===== src/rtl/io_hub_pkg.sv =====
// io_hub_pkg: shared defaults, status bit positions and event type for the IO device hub.
package io_hub_pkg;
  localparam int DATA_W_DEF = 32;
  localparam int ID_W_DEF = 8;
  localparam int STATUS_ID_DEF = 15;
  localparam int OVERFLOW_BIT = DATA_W_DEF - 1;
  typedef struct packed {
    logic [ID_W_DEF-1:0] id;
    logic [DATA_W_DEF-1:0] data;
  } io_event_t;
endpackage


===== src/rtl/io_device_hub_if.sv =====
// io_device_hub_if: CPU read/write, IPC input and IPC output-event signals of the IO device hub.
interface io_device_hub_if
  import io_hub_pkg::*;
#(
  parameter int DATA_W = DATA_W_DEF,
  parameter int ID_W = ID_W_DEF
);
  logic [ID_W-1:0] dev_id;
  logic wr_en;
  logic [DATA_W-1:0] wr_data;
  logic rd_en;
  logic [DATA_W-1:0] rd_data;
  logic rd_valid;
  logic out_valid;
  logic out_ready;
  logic [ID_W-1:0] out_id;
  logic [DATA_W-1:0] out_data;
  logic out_full;
  logic in_valid;
  logic [ID_W-1:0] in_id;
  logic [DATA_W-1:0] in_data;
  modport master (
    output dev_id, wr_en, wr_data, rd_en, out_ready, in_valid, in_id, in_data,
    input rd_data, rd_valid, out_valid, out_id, out_data, out_full
  );
  modport slave (
    input dev_id, wr_en, wr_data, rd_en, out_ready, in_valid, in_id, in_data,
    output rd_data, rd_valid, out_valid, out_id, out_data, out_full
  );
endinterface


===== src/rtl/io_out_fifo.sv =====
// io_out_fifo: show-ahead synchronous FIFO; a push while full is accepted only alongside a pop.
module io_out_fifo #(
  parameter int W = 40,
  parameter int DEPTH = 8,
  localparam int AW = $clog2(DEPTH)
) (
  input  logic         clk,
  input  logic         reset,
  input  logic         push,
  input  logic         pop,
  input  logic [W-1:0] din,
  output logic [W-1:0] dout,
  output logic         full,
  output logic         empty,
  output logic [AW:0]  count
);
  logic [W-1:0] mem [DEPTH];
  logic [AW-1:0] wp, rp;
  logic do_push, do_pop;
  assign empty = count == '0;
  assign full = count == (AW+1)'(DEPTH);
  assign do_pop = pop & ~empty;
  assign do_push = push & (~full | do_pop);
  assign dout = mem[rp];
  always_ff @(posedge clk)
    if (do_push) mem[wp] <= din;
  always_ff @(posedge clk) begin
    if (reset) begin
      wp <= '0;
      rp <= '0;
      count <= '0;
    end else begin
      if (do_push) wp <= wp + 1'b1;
      if (do_pop) rp <= rp + 1'b1;
      count <= count + (AW+1)'(do_push) - (AW+1)'(do_pop);
    end
  end
endmodule


===== src/rtl/io_device_hub.sv =====
// io_device_hub: N_DEVICES IO channels with fresh-flagged input latches and a buffered output event FIFO.
// IO_STATUS_EN maps STATUS_ID to a status register {overflow, fresh bitmap}; otherwise it is an ordinary device.
module io_device_hub
  import io_hub_pkg::*;
#(
  parameter int DATA_W = DATA_W_DEF,
  parameter int ID_W = ID_W_DEF,
  parameter int N_DEVICES = 16,
  parameter int OUT_DEPTH = 8,
  parameter int STATUS_ID = STATUS_ID_DEF
) (
  input logic clk,
  input logic reset,
  io_device_hub_if.slave bus
);
  localparam int IW = N_DEVICES > 1 ? $clog2(N_DEVICES) : 1;
  localparam int CW = $clog2(OUT_DEPTH) + 1;
  localparam logic [ID_W:0] N_DEV = (ID_W+1)'(N_DEVICES);
  typedef struct packed {
    logic [ID_W-1:0] id;
    logic [DATA_W-1:0] data;
  } ev_t;
  if (N_DEVICES > DATA_W - 1 || N_DEVICES > 2**ID_W || STATUS_ID >= 2**ID_W || OUT_DEPTH < 2)
    $error("io_device_hub: illegal parameter combination");
  logic [DATA_W-1:0] latch [N_DEVICES];
  logic [N_DEVICES-1:0] fresh, fresh_nxt;
  logic overflow, in_hit, dev_ok, is_stat, push, pop, ovf_evt, stat_clr, fifo_empty, fifo_full;
  logic [DATA_W-1:0] dev_val, rd_val;
  logic [CW-1:0] count;
  ev_t head;
`ifdef IO_STATUS_EN
  logic [DATA_W-1:0] stat_val;
  assign is_stat = bus.dev_id == ID_W'(STATUS_ID);
  always_comb begin
    stat_val = '0;
    stat_val[DATA_W-1] = overflow;
    stat_val[N_DEVICES-1:0] = fresh;
  end
  assign rd_val = is_stat ? stat_val : dev_val;
`else
  assign is_stat = 1'b0;
  assign rd_val = dev_val;
`endif
  assign in_hit = bus.in_valid & ({1'b0, bus.in_id} < N_DEV);
  assign dev_ok = ({1'b0, bus.dev_id} < N_DEV) & ~is_stat;
  assign dev_val = dev_ok ? latch[bus.dev_id[IW-1:0]] : '0;
  assign push = bus.wr_en & dev_ok;
  assign pop = bus.out_ready & ~fifo_empty;
  assign ovf_evt = push & (count == CW'(OUT_DEPTH)) & ~pop;
  assign stat_clr = bus.wr_en & is_stat;
  // an arrival in the same cycle as a read of that device leaves it fresh
  always_comb begin
    fresh_nxt = fresh;
    if (bus.rd_en && dev_ok) fresh_nxt[bus.dev_id[IW-1:0]] = 1'b0;
    if (in_hit) fresh_nxt[bus.in_id[IW-1:0]] = 1'b1;
  end
  always_ff @(posedge clk) begin
    if (reset) begin
      bus.rd_data <= '0;
      bus.rd_valid <= 1'b0;
      fresh <= '0;
      overflow <= 1'b0;
      for (int i = 0; i < N_DEVICES; i++) latch[i] <= '0;
    end else begin
      bus.rd_valid <= bus.rd_en;
      if (bus.rd_en) bus.rd_data <= rd_val;
      fresh <= fresh_nxt;
      overflow <= (overflow | ovf_evt) & ~stat_clr;
      if (in_hit) latch[bus.in_id[IW-1:0]] <= bus.in_data;
    end
  end
  io_out_fifo #(.W(ID_W + DATA_W), .DEPTH(OUT_DEPTH)) u_fifo (
    .clk   (clk),
    .reset (reset),
    .push  (push),
    .pop   (bus.out_ready),
    .din   ({bus.dev_id, bus.wr_data}),
    .dout  (head),
    .full  (fifo_full),
    .empty (fifo_empty),
    .count (count)
  );
  assign bus.out_valid = ~fifo_empty;
  assign bus.out_full = fifo_full;
  assign bus.out_id = head.id;
  assign bus.out_data = head.data;
endmodule


===== src/flat_wrapper.sv =====
// flat-port wrapper written by rule: the top's interface ports become plain ports
module io_device_hub_flat import io_hub_pkg::*;
#(
  parameter int DATA_W = DATA_W_DEF,
  parameter int ID_W = ID_W_DEF,
  parameter int N_DEVICES = 16,
  parameter int OUT_DEPTH = 8,
  parameter int STATUS_ID = STATUS_ID_DEF
)
  (clk, reset, bus_dev_id, bus_wr_en, bus_wr_data, bus_rd_en, bus_out_ready, bus_in_valid, bus_in_id, bus_in_data, bus_rd_data, bus_rd_valid, bus_out_valid, bus_out_id, bus_out_data, bus_out_full);
  io_device_hub_if #(.DATA_W(DATA_W), .ID_W(ID_W)) bus_i ();
  input logic clk;
  input logic reset;
  input wire logic [$bits(bus_i.dev_id)-1:0] bus_dev_id;
  input wire logic [$bits(bus_i.wr_en)-1:0] bus_wr_en;
  input wire logic [$bits(bus_i.wr_data)-1:0] bus_wr_data;
  input wire logic [$bits(bus_i.rd_en)-1:0] bus_rd_en;
  input wire logic [$bits(bus_i.out_ready)-1:0] bus_out_ready;
  input wire logic [$bits(bus_i.in_valid)-1:0] bus_in_valid;
  input wire logic [$bits(bus_i.in_id)-1:0] bus_in_id;
  input wire logic [$bits(bus_i.in_data)-1:0] bus_in_data;
  output wire logic [$bits(bus_i.rd_data)-1:0] bus_rd_data;
  output wire logic [$bits(bus_i.rd_valid)-1:0] bus_rd_valid;
  output wire logic [$bits(bus_i.out_valid)-1:0] bus_out_valid;
  output wire logic [$bits(bus_i.out_id)-1:0] bus_out_id;
  output wire logic [$bits(bus_i.out_data)-1:0] bus_out_data;
  output wire logic [$bits(bus_i.out_full)-1:0] bus_out_full;
  assign bus_i.dev_id = bus_dev_id;
  assign bus_i.wr_en = bus_wr_en;
  assign bus_i.wr_data = bus_wr_data;
  assign bus_i.rd_en = bus_rd_en;
  assign bus_i.out_ready = bus_out_ready;
  assign bus_i.in_valid = bus_in_valid;
  assign bus_i.in_id = bus_in_id;
  assign bus_i.in_data = bus_in_data;
  assign bus_rd_data = bus_i.rd_data;
  assign bus_rd_valid = bus_i.rd_valid;
  assign bus_out_valid = bus_i.out_valid;
  assign bus_out_id = bus_i.out_id;
  assign bus_out_data = bus_i.out_data;
  assign bus_out_full = bus_i.out_full;
  io_device_hub #(.DATA_W(DATA_W), .ID_W(ID_W), .N_DEVICES(N_DEVICES), .OUT_DEPTH(OUT_DEPTH), .STATUS_ID(STATUS_ID)) u_core (.clk(clk), .reset(reset), .bus(bus_i));
endmodule

===== config.mk =====
export PLATFORM = sky130hd
export DESIGN_NAME = io_device_hub_flat
export DESIGN_NICKNAME = d
export VERILOG_FILES = /design/src/rtl/io_hub_pkg.sv /design/src/rtl/io_device_hub_if.sv /design/src/rtl/io_out_fifo.sv /design/src/rtl/io_device_hub.sv /design/src/flat_wrapper.sv
export SDC_FILE = /design/constraint.sdc
export NUM_CORES = 1
export LEC_CHECK = 0
export CAP_MARGIN = 15
export CORE_MARGIN = 2
export CORE_UTILIZATION = 50
export DETAILED_ROUTE_END_ITERATION = 8
export GPL_ROUTABILITY_DRIVEN = 0
export PLACE_DENSITY = 0.68
export SYNTH_ARGS = -nofsm -noshare
export SYNTH_HDL_FRONTEND = slang
export SYNTH_SLANG_ARGS = --single-unit

===== constraint.sdc =====
create_clock -name clk -period 9.8 [get_ports clk]
set_input_delay 0.98 -clock clk [delete_from_list [all_inputs] [get_ports clk]]
set_output_delay 0.98 -clock clk [all_outputs]
set_load 0.01 [all_outputs]

==> impl_metrics.yaml, run 1 <==
outcome:
  outcome: "complete, no violations"
clocking:
  clk_path_buf_depth: 3
  post_cts_resized: 0
  cts-htree-levels: 3
  hold_buffers: 0
  clockRootBuffer: "clkbuf_16"
  cts_buffers: 89
  path_clk_slew_ns: 0.06
  cts_tree: "built"
  clock-sinks: 878
  clk_latency_ns: 0.64
  post_cts_buffers: 0
layout:
  utilization_pct: 58.0
  design_area_mm2: 0.0422
  nNetsFinal: 2299
  syn2layout_area_growth_pct: 15.0
  fill_cells: 5345
  drive_above_1_share_pct: 23.1
  multiInputGateArea_mm2: 0.0103
  num_antenna_cells: 0
  seqCellArea_mm2: 0.0259
  layout.cells.non_filler: 3237
global_route:
  grt_pass1_wl_um: 124000
  antenna_found_initial: 4
  grt_pass1_vias: 19800
  overflow: 0
  grt_usage_pct: 22.5
  grt_start_max_net_pins: 81
logic_synthesis:
  synthFlopType: "edfxtp_1"
  ys_top_cells_by_count: "832 x edfxtp_1, 513 x and2_1, 208 x mux4_2"
  synth_nets: 2155
  yosysTopAreaCell: "edfxtp_1"
  synth.avg_cell_area_um2: 17.8
  synthArstFlopShare_pct: 0
  synth_area_mm2: 0.0367
  yosysSeqAreaShare_pct: 70.6
  synth_edf_count: 832
  synth_most_common_cell: "edfxtp_1"
  yosys.cell_types.count: 37
  syn_inst: 2061
  synth.top_cell.area_share_pct: 68.1
  yosys_register_bits: 878
  ys_warn_count: 0
  yosys-top-cells-area: "edfxtp_1 68%, mux4_2 13%, and2_1 8.7%"
routing:
  drc: 0
  wl_per_cell_um: 25.8
  vias: 18600
  drtPass1Iterations: 5
  wirelength_um: 83600
  post_drt_via_cell_ratio: 5.75
  drt_iter0_drc: 1832
  antenna_left: 0
timing:
  hold_viol: 0
  finalCriticalPeriod_ns: 4.76
  rsz0062_at_grt: "no"
  max_freq_ghz: 0.210
  worst_pin_slew_ns: 1.18
  finalSetupTns_ns: 0
  finalMaxSlewViolations: 0
  period_share_pct: 48.6
  setup_violations: 0
  max-slew-margin-rel_pct: 21.3
  skew_ns: 0.0222
  timing.hold.ws_ns: 0.465
setup_path:
  end_kind: "output port"
  crit_fanout: 48
  cp.required_ns: 8.82
  start_kind: "flip-flop"
  cp.arrival_ns: 3.78
  criticalPathCategory: "flip-flop to output port"
placement:
  placed_area_mm2: 0.0393
  placedCellCount: 3070
  io_buffer_count: 160
  dp_hpwl_um: 44700
power:
  p_per_area_mw_per_mm2: 203
  ir_drop_uv: 148
  leakage_uw: 0.0140
die:
  die_x_um: 275
  ios: 161
  die_height_um: 275
  die-area_mm2: 0.0756
  core_area_mm2: 0.0728
  initial_core_util_pct: 50.4
  std_cell_rows: 99
worst_hold_path:
  min_path_type: "flip-flop to flip-flop"
flow_run:
  maxCapViolations: 0
==> cells in the final DEF (no fill, tap or decap), types with 6 or more instances in the layout <==
| cell | synthesis | layout |
|---|---|---|
| nor2_4 | 0 | 7 |
| clkbuf_16 | 0 | 90 |
| mux2_2 | 72 | 72 |
| nand2_1 | 72 | 72 |
| clkinv_2 | 0 | 17 |
| nor2_2 | 0 | 9 |
| nor3_2 | 0 | 9 |
| clkinv_1 | 0 | 14 |
| ha_1 | 7 | 7 |
| bufinv_16 | 0 | 6 |
| nand3_1 | 38 | 38 |
| edfxtp_1 | 832 | 832 |
| or2_2 | 16 | 16 |
| clkbuf_1 | 120 | 22 |
| nor2_1 | 23 | 7 |
| clkdlybuf4s50_1 | 0 | 157 |
| a22oi_1 | 12 | 12 |
| a22oi_2 | 20 | 20 |
| mux4_2 | 208 | 208 |
| and2_1 | 513 | 513 |
| dfxtp_1 | 46 | 43 |
| buf_4 | 2 | 40 |
==> worst max-delay path, cell delays in order (launching register included) <==
cell             delay, ns
dfxtp_4               0.77
buf_4                 0.83
mux4_2                0.64
mux2_2                0.30
clkdlybuf4s50_1       0.49
==> power by group <==
group | internal (uW) | switching [uW]
Combinational | 545 | 414
Sequential | 4230 | 105
Clock | 1890 | 1400
Total | 6660 | 1920
==> cell families after synthesis <==
kind of cell               Yosys count  share of synthesized area (%)
adders and majority gates            8                          0.293
muxes                              281                           15.0
DFF                                878                           70.6
xor gates and xnor gates             4                         0.0955
buffers and inverters              155                           1.75
and+or+nand+nor                    692                           11.2
AOI/OAI and AO/OA                   43                           1.11
==> state kept, by name, summed over array words and instances, names as in the netlist, named ones only <==
name	flops
u_core.u_fifo.rp	3
u_core.bus.rd_data	32
u_core.latch	512
u_core.u_fifo.mem	320
u_core.bus.rd_valid	1
u_core.u_fifo.count	4
u_core.u_fifo.wp	3
==> cell type report <==
type / instances / share of cell area, %
Timing Repair Buffer: 203 / 4.67
Tap cell: 959 / 2.84
Multi-Input combinational cell: 1028 / 24.4
Clock inverter: 48 / 1.04
Clock buffer: 116 / 5.66
Sequential cell: 878 / 61.4
Inverter: 5 / 0.0445
==> through the flow <==
stage          total power, uW  worst slack [ns]
3_3_place_gp              5370              5.22
5_1_grt                   8880              4.77
2_1_floorplan             5010              4.74
4_1_cts                   8660              4.91
6_report                  8580              5.04
3_5_place_dp              5390              5.13
==> metal layers <==
| layer | GRT usage, % | wire length (um) | vias up |
|---|---|---|---|
| met3 | 4.27 | 5520 | 109 |
| li1 | - | - | 8134 |
| met2 | 37.7 | 42000 | 578 |
| met1 | 30.6 | 34600 | 9796 |
| met5 | 0 | 48 | - |
| met4 | 5.62 | 1400 | 8 |
==> worst paths after layout <==
| check | from | endpoint | slack (ns) | depth (start not counted) |
|---|---|---|---|---|
| worst max-delay path | flip-flop | bus_out_data[25] | 5.04 | 4 |
| worst min-delay path | u_core.bus.rd_data[11] | u_core.bus.rd_data[11] | 0.47 | 2 |
| worst max register to register | u_core.u_fifo.count[2] | u_core.u_fifo.mem[0][26] | 6.58 | 7 |
| worst min register to register | u_core.bus.rd_data[11] | u_core.bus.rd_data[11] | 0.47 | 2 |
No activity file was read; power rests on OpenSTA's default activity.
==> run 2, diff against run 1 <==
==> constraint.sdc (replaced) <==
create_clock -name clk -period 4.65 [get_ports clk]
set_input_delay 0.465 -clock clk [delete_from_list [all_inputs] [get_ports clk]]
set_output_delay 0.465 -clock clk [all_outputs]
set_load 0.01 [all_outputs]
==> run 2 against run 1 <==
  * Sequential cell count unchanged
  * Die area unchanged
  * Largest power group unchanged
  * Sequential share of layout area down 0.60 points
  * Sequential power up 110%
  * Highest routed layer unchanged
==> impl_metrics.yaml, run 2 (synthesized netlist as in run 1, its figures left out) <==
timing:
  period_share_pct: 78.9
  hold_viol: 0
  rsz0062_at_grt: "no"
  finalCriticalPeriod_ns: 3.67
  skew_ns: 0.0319
  finalMaxSlewViolations: 0
  max_freq_ghz: 0.273
  worst_pin_slew_ns: 1.17
  setup_violations: 0
  finalSetupTns_ns: 0
  max-slew-margin-rel_pct: 21.8
clocking:
  clk_path_buf_depth: 3
  cts-htree-levels: 3
  clk_latency_ns: 0.64
  hold_buffers: 0
  post_cts_resized: 0
  cts_tree: "built"
  clockRootBuffer: "clkbuf_16"
  clock-sinks: 878
  cts_buffers: 89
  post_cts_buffers: 0
  path_clk_slew_ns: 0.06
layout:
  top_regs: "u_core.latch (512), u_core.u_fifo.mem (320), u_core.bus.rd_data (32)"
  utilization_pct: 58.5
  largest_register_ffs: 512
  final_cell_mix: "832 x edfxtp_1, 513 x and2_1, 208 x mux4_2"
  seqCellArea_mm2: 0.0259
  nNetsFinal: 2303
  multiInputGateArea_mm2: 0.0103
  num_antenna_cells: 0
  fill_cells: 5383
  syn2layout_area_growth_pct: 16.1
  drive_above_1_share_pct: 23.5
  layout_commonest_cell: "edfxtp_1"
  top_register: "u_core.latch"
die:
  core_area_mm2: 0.0728
  initial_core_util_pct: 50.4
  die_height_um: 275
  ios: 161
  std_cell_rows: 99
  die-area_mm2: 0.0756
  die_x_um: 275
power:
  p_per_area_mw_per_mm2: 437
  ir_drop_uv: 286
  leakage_uw: 0.0141
setup_path:
  crit_chain: "buf_12 -> mux4_2 -> mux2_2 -> clkdlybuf4s50_1"
  end_kind: "output port"
  cp.arrival_ns: 3.20
  slowest_delay_ns: 0.61
  ff2ff_setup_slack_ns: 2.00
  cp_slowest_cell: "dfxtp_4"
  r2r-start: "u_core.u_fifo.count[2]"
  start_kind: "flip-flop"
  cp.required_ns: 4.18
  crit_fanout: 61
  regToRegEndpoint: "u_core.u_fifo.mem[2][23]"
  r2r_cells: 7
  criticalPathCategory: "flip-flop to output port"
global_route:
  grt_usage_pct: 22.9
  antenna_found_initial: 2
  grt_pass1_vias: 19900
  grt_start_max_net_pins: 81
  grt_pass1_wl_um: 126000
  overflow: 0
routing:
  drc: 0
  drtPass1Iterations: 5
  wirelength_um: 85000
  vias: 18700
  antenna_left: 0
  wl_per_cell_um: 26.2
  drt_iter0_drc: 1842
  post_drt_via_cell_ratio: 5.76
placement:
  dp_hpwl_um: 46300
  io_buffer_count: 160
outcome:
  outcome: "complete, no violations"
worst_hold_path:
  min_path_type: "input pin to flip-flop"
  hold_end: "u_core.u_fifo.mem[0][33]"
  min_from: "bus_dev_id[1]"
  holdPathStages: 1
flow_run:
  maxCapViolations: 0
[run 2: changes by cell type in the layout (fill, tap and decap cells not counted), moves of 2 or more]
| cell | previous run | this run |
|---|---|---|
| clkbuf_8 | 5 | 7 |
| clkinvlp_4 | 5 | 2 |
| clkinv_16 | 0 | 2 |
| buf_4 | 40 | 34 |
| buf_12 | 2 | 12 |
| clkbuf_1 | 22 | 17 |
| bufinv_16 | 6 | 13 |
[run 2: metrics by stage]
stage	hold WS (ns)	instances	setup slack, ns	instance area (um2)	power (uW)
after floorplan	0.454	2061	0.137	36700	10600
after global placement	0.454	3074	1.24	39500	11300
after detailed placement	0.455	3075	1.26	39500	11400
after CTS	0.125	3243	0.865	42600	18800
after global routing	0.163	3245	0.779	42600	19300
final	0.151	3245	0.981	42600	18600
[run 2: how the worst max path moves through the flow]
stage,end,cells past startpoint
5_1_grt,bus_out_data[3],4
4_1_cts,bus_out_data[3],4
6_report,bus_out_data[21],4
3_5_place_dp,u_core.u_fifo.mem[2][5],6
2_1_floorplan,u_core.u_fifo.mem[1][0],7
3_3_place_gp,u_core.u_fifo.mem[2][2],6
[run 2: layout make-up]
class                      count  share of cell area [%]
clock buffer                 113                    5.63
tap                          959                    2.82
clock inverter                55                    1.60
inverter                       5                  0.0440
sequential                   878                    60.8
multi-input combinational   1028                    24.1
timing repair buffer         207                    4.98
[run 2: where the power goes]
part / internal, uW / switching (uW)
clock network: 4410 / 3040
logic: 1160 / 949
registers: 8910 / 166
total: 14500 / 4160
[run 2: layer usage]
metal  GRT usage (%)  wire (um)  vias up
met5               0         26        -
met4            7.44       2360        4
met3            3.59       5560      145
met2            38.8      43000      678
met1            30.7      34000     9706
li1                -          -     8145
[run 2: critical path: cells and delay by family (launching register included)]
family | cells | cell delay, ns
flip-flops | 1 | 0.61
buffers and inverters | 2 | 0.92
multiplexers | 2 | 0.91
==> run 3, diff against run 2 <==
==> constraint.sdc (replaced) <==
create_clock -name clk -period 3.59 [get_ports clk]
set_input_delay 0.359 -clock clk [delete_from_list [all_inputs] [get_ports clk]]
set_output_delay 0.359 -clock clk [all_outputs]
set_load 0.01 [all_outputs]
==> run 3 against run 2 <==
  * Count of clock-buffer cells in the layout is 15 higher
  * Via count is 1.5% higher
  * Worst setup slack worse by 0.73 ns
  * Highest routed layer unchanged
==> impl_metrics.yaml, run 3 (synthesized netlist as in run 1, its figures left out) <==
timing:
  finalMaxSlewViolations: 0
  finalSetupTns_ns: 0
  finalCriticalPeriod_ns: 3.34
  period_share_pct: 93.0
  max-slew-margin-rel_pct: 46.9
  rsz0062_at_grt: "no"
  hold_viol: 0
  timing.hold.ws_ns: 0.249
  setup_violations: 0
  worst_pin_slew_ns: 0.794
  max_freq_ghz: 0.300
  setup_ws_ns: 0.252
  skew_ns: 0.0365
setup_path:
  r2r-start: "u_core.u_fifo.count[2]"
  criticalPathCategory: "flip-flop to output port"
  cp_slowest_cell: "mux4_2"
  crit_chain: "buf_12 -> mux4_2 -> mux2_2 -> clkdlybuf4s50_1"
  cp.arrival_ns: 2.98
  path_delay_family: "buffers and inverters"
  start_kind: "flip-flop"
  end_kind: "output port"
  crit_fanout: 80
  cp_num_buf_inv: 2
  cp.required_ns: 3.23
  slowest_delay_ns: 0.59
global_route:
  grt_start_max_net_pins: 81
  grt_pass1_wl_um: 126000
  antenna_found_initial: 5
  grt_usage_pct: 22.9
  overflow: 0
  grt_pass1_vias: 19900
clocking:
  cts_buffers: 89
  post_cts_buffers: 0
  cts-htree-levels: 3
  clock-sinks: 878
  cts_tree: "built"
  path_clk_slew_ns: 0.06
  post_cts_resized: 0
  clk_latency_ns: 0.64
  clockRootBuffer: "clkbuf_16"
  hold_buffers: 0
  clk_path_buf_depth: 3
die:
  die-area_mm2: 0.0756
  die_height_um: 275
  die_x_um: 275
  core_area_mm2: 0.0728
  std_cell_rows: 99
  initial_core_util_pct: 50.4
  ios: 161
placement:
  io_buffer_count: 160
  placed_area_mm2: 0.0399
  pre_cts_slack_ns: 0.590
  dp_hpwl_um: 48100
routing:
  post_drt_via_cell_ratio: 5.78
  drc: 0
  antenna_left: 0
  vias: 19000
  wl_per_cell_um: 25.9
  drt_iter0_drc: 1859
  drtPass1Iterations: 5
  wirelength_um: 84800
power:
  p_per_area_mw_per_mm2: 549
  total_power_uw: 23400
  leakage_uw: 0.0142
  ir_drop_uv: 422
layout:
  nNetsFinal: 2338
  design_area_mm2: 0.0427
  top_register: "u_core.latch"
  top_regs: "u_core.latch (512), u_core.u_fifo.mem (320), u_core.bus.rd_data (32)"
  drive_above_1_share_pct: 24.1
  syn2layout_area_growth_pct: 16.3
  largest_register_ffs: 512
  fill_cells: 5376
  layout_commonest_cell: "edfxtp_1"
  final_cell_mix: "832 x edfxtp_1, 513 x and2_1, 208 x mux4_2"
flow_run:
  maxCapViolations: 0
worst_hold_path:
  min_from: "bus_dev_id[2]"
  min_path_type: "input pin to flip-flop"
outcome:
  outcome: "complete, no violations"
-- run 3: cell count changes in the layout (fill, tap and decap cells not counted), sizes merged --
cell	before	now
clkbuf	114	129
clkinv	37	30
diode	0	1
buf	49	84
clkinvlp	2	1
inv	8	7
bufinv	13	3
-- run 3: stage by stage --
stage                     instances  util [%]
final                          3277      58.6
after detailed placement       3112      54.7
after global placement         3112      54.7
after CTS                      3276      58.6
after floorplan                2061         -
after global routing           3277      58.6
-- run 3: worst paths after layout --
| check | end | slack (ns) | depth (start not counted) |
|---|---|---|---|
| max | bus_out_id[3] | 0.25 | 4 |
| min | u_core.u_fifo.mem[0][34] | 0.25 | 1 |
| max reg2reg | u_core.u_fifo.mem[0][8] | 1.09 | 7 |
| min reg2reg | u_core.bus.rd_data[10] | 0.47 | 2 |
-- run 3: area by class of cell --
| class | count | area, um2 | share of cell area (%) |
|---|---|---|---|
| Clock inverter | 36 | 282 | 0.660 |
| Tap cell | 959 | 1200 | 2.81 |
| Clock buffer | 128 | 2530 | 5.92 |
| Antenna cell | 1 | 2.50 | 0.00586 |
| Inverter | 5 | 18.8 | 0.0440 |
| Sequential cell | 878 | 25900 | 60.7 |
| Multi-Input combinational cell | 1028 | 10300 | 24.1 |
| Timing Repair Buffer | 242 | 2430 | 5.69 |
-- run 3: report_power, final --
part | switching [uW] | internal (uW)
Sequential | 145 | 11500
Clock | 3790 | 5110
Combinational | 1320 | 1530
-- run 3: routing by layer --
layer  wire [um]  vias up  GRT usage (%)
met3        6370      157           4.96
li1            -     8214              -
met5          49        -              0
met4        2690        8           8.36
met1       33900     9876           30.3
met2       41800      700           37.6
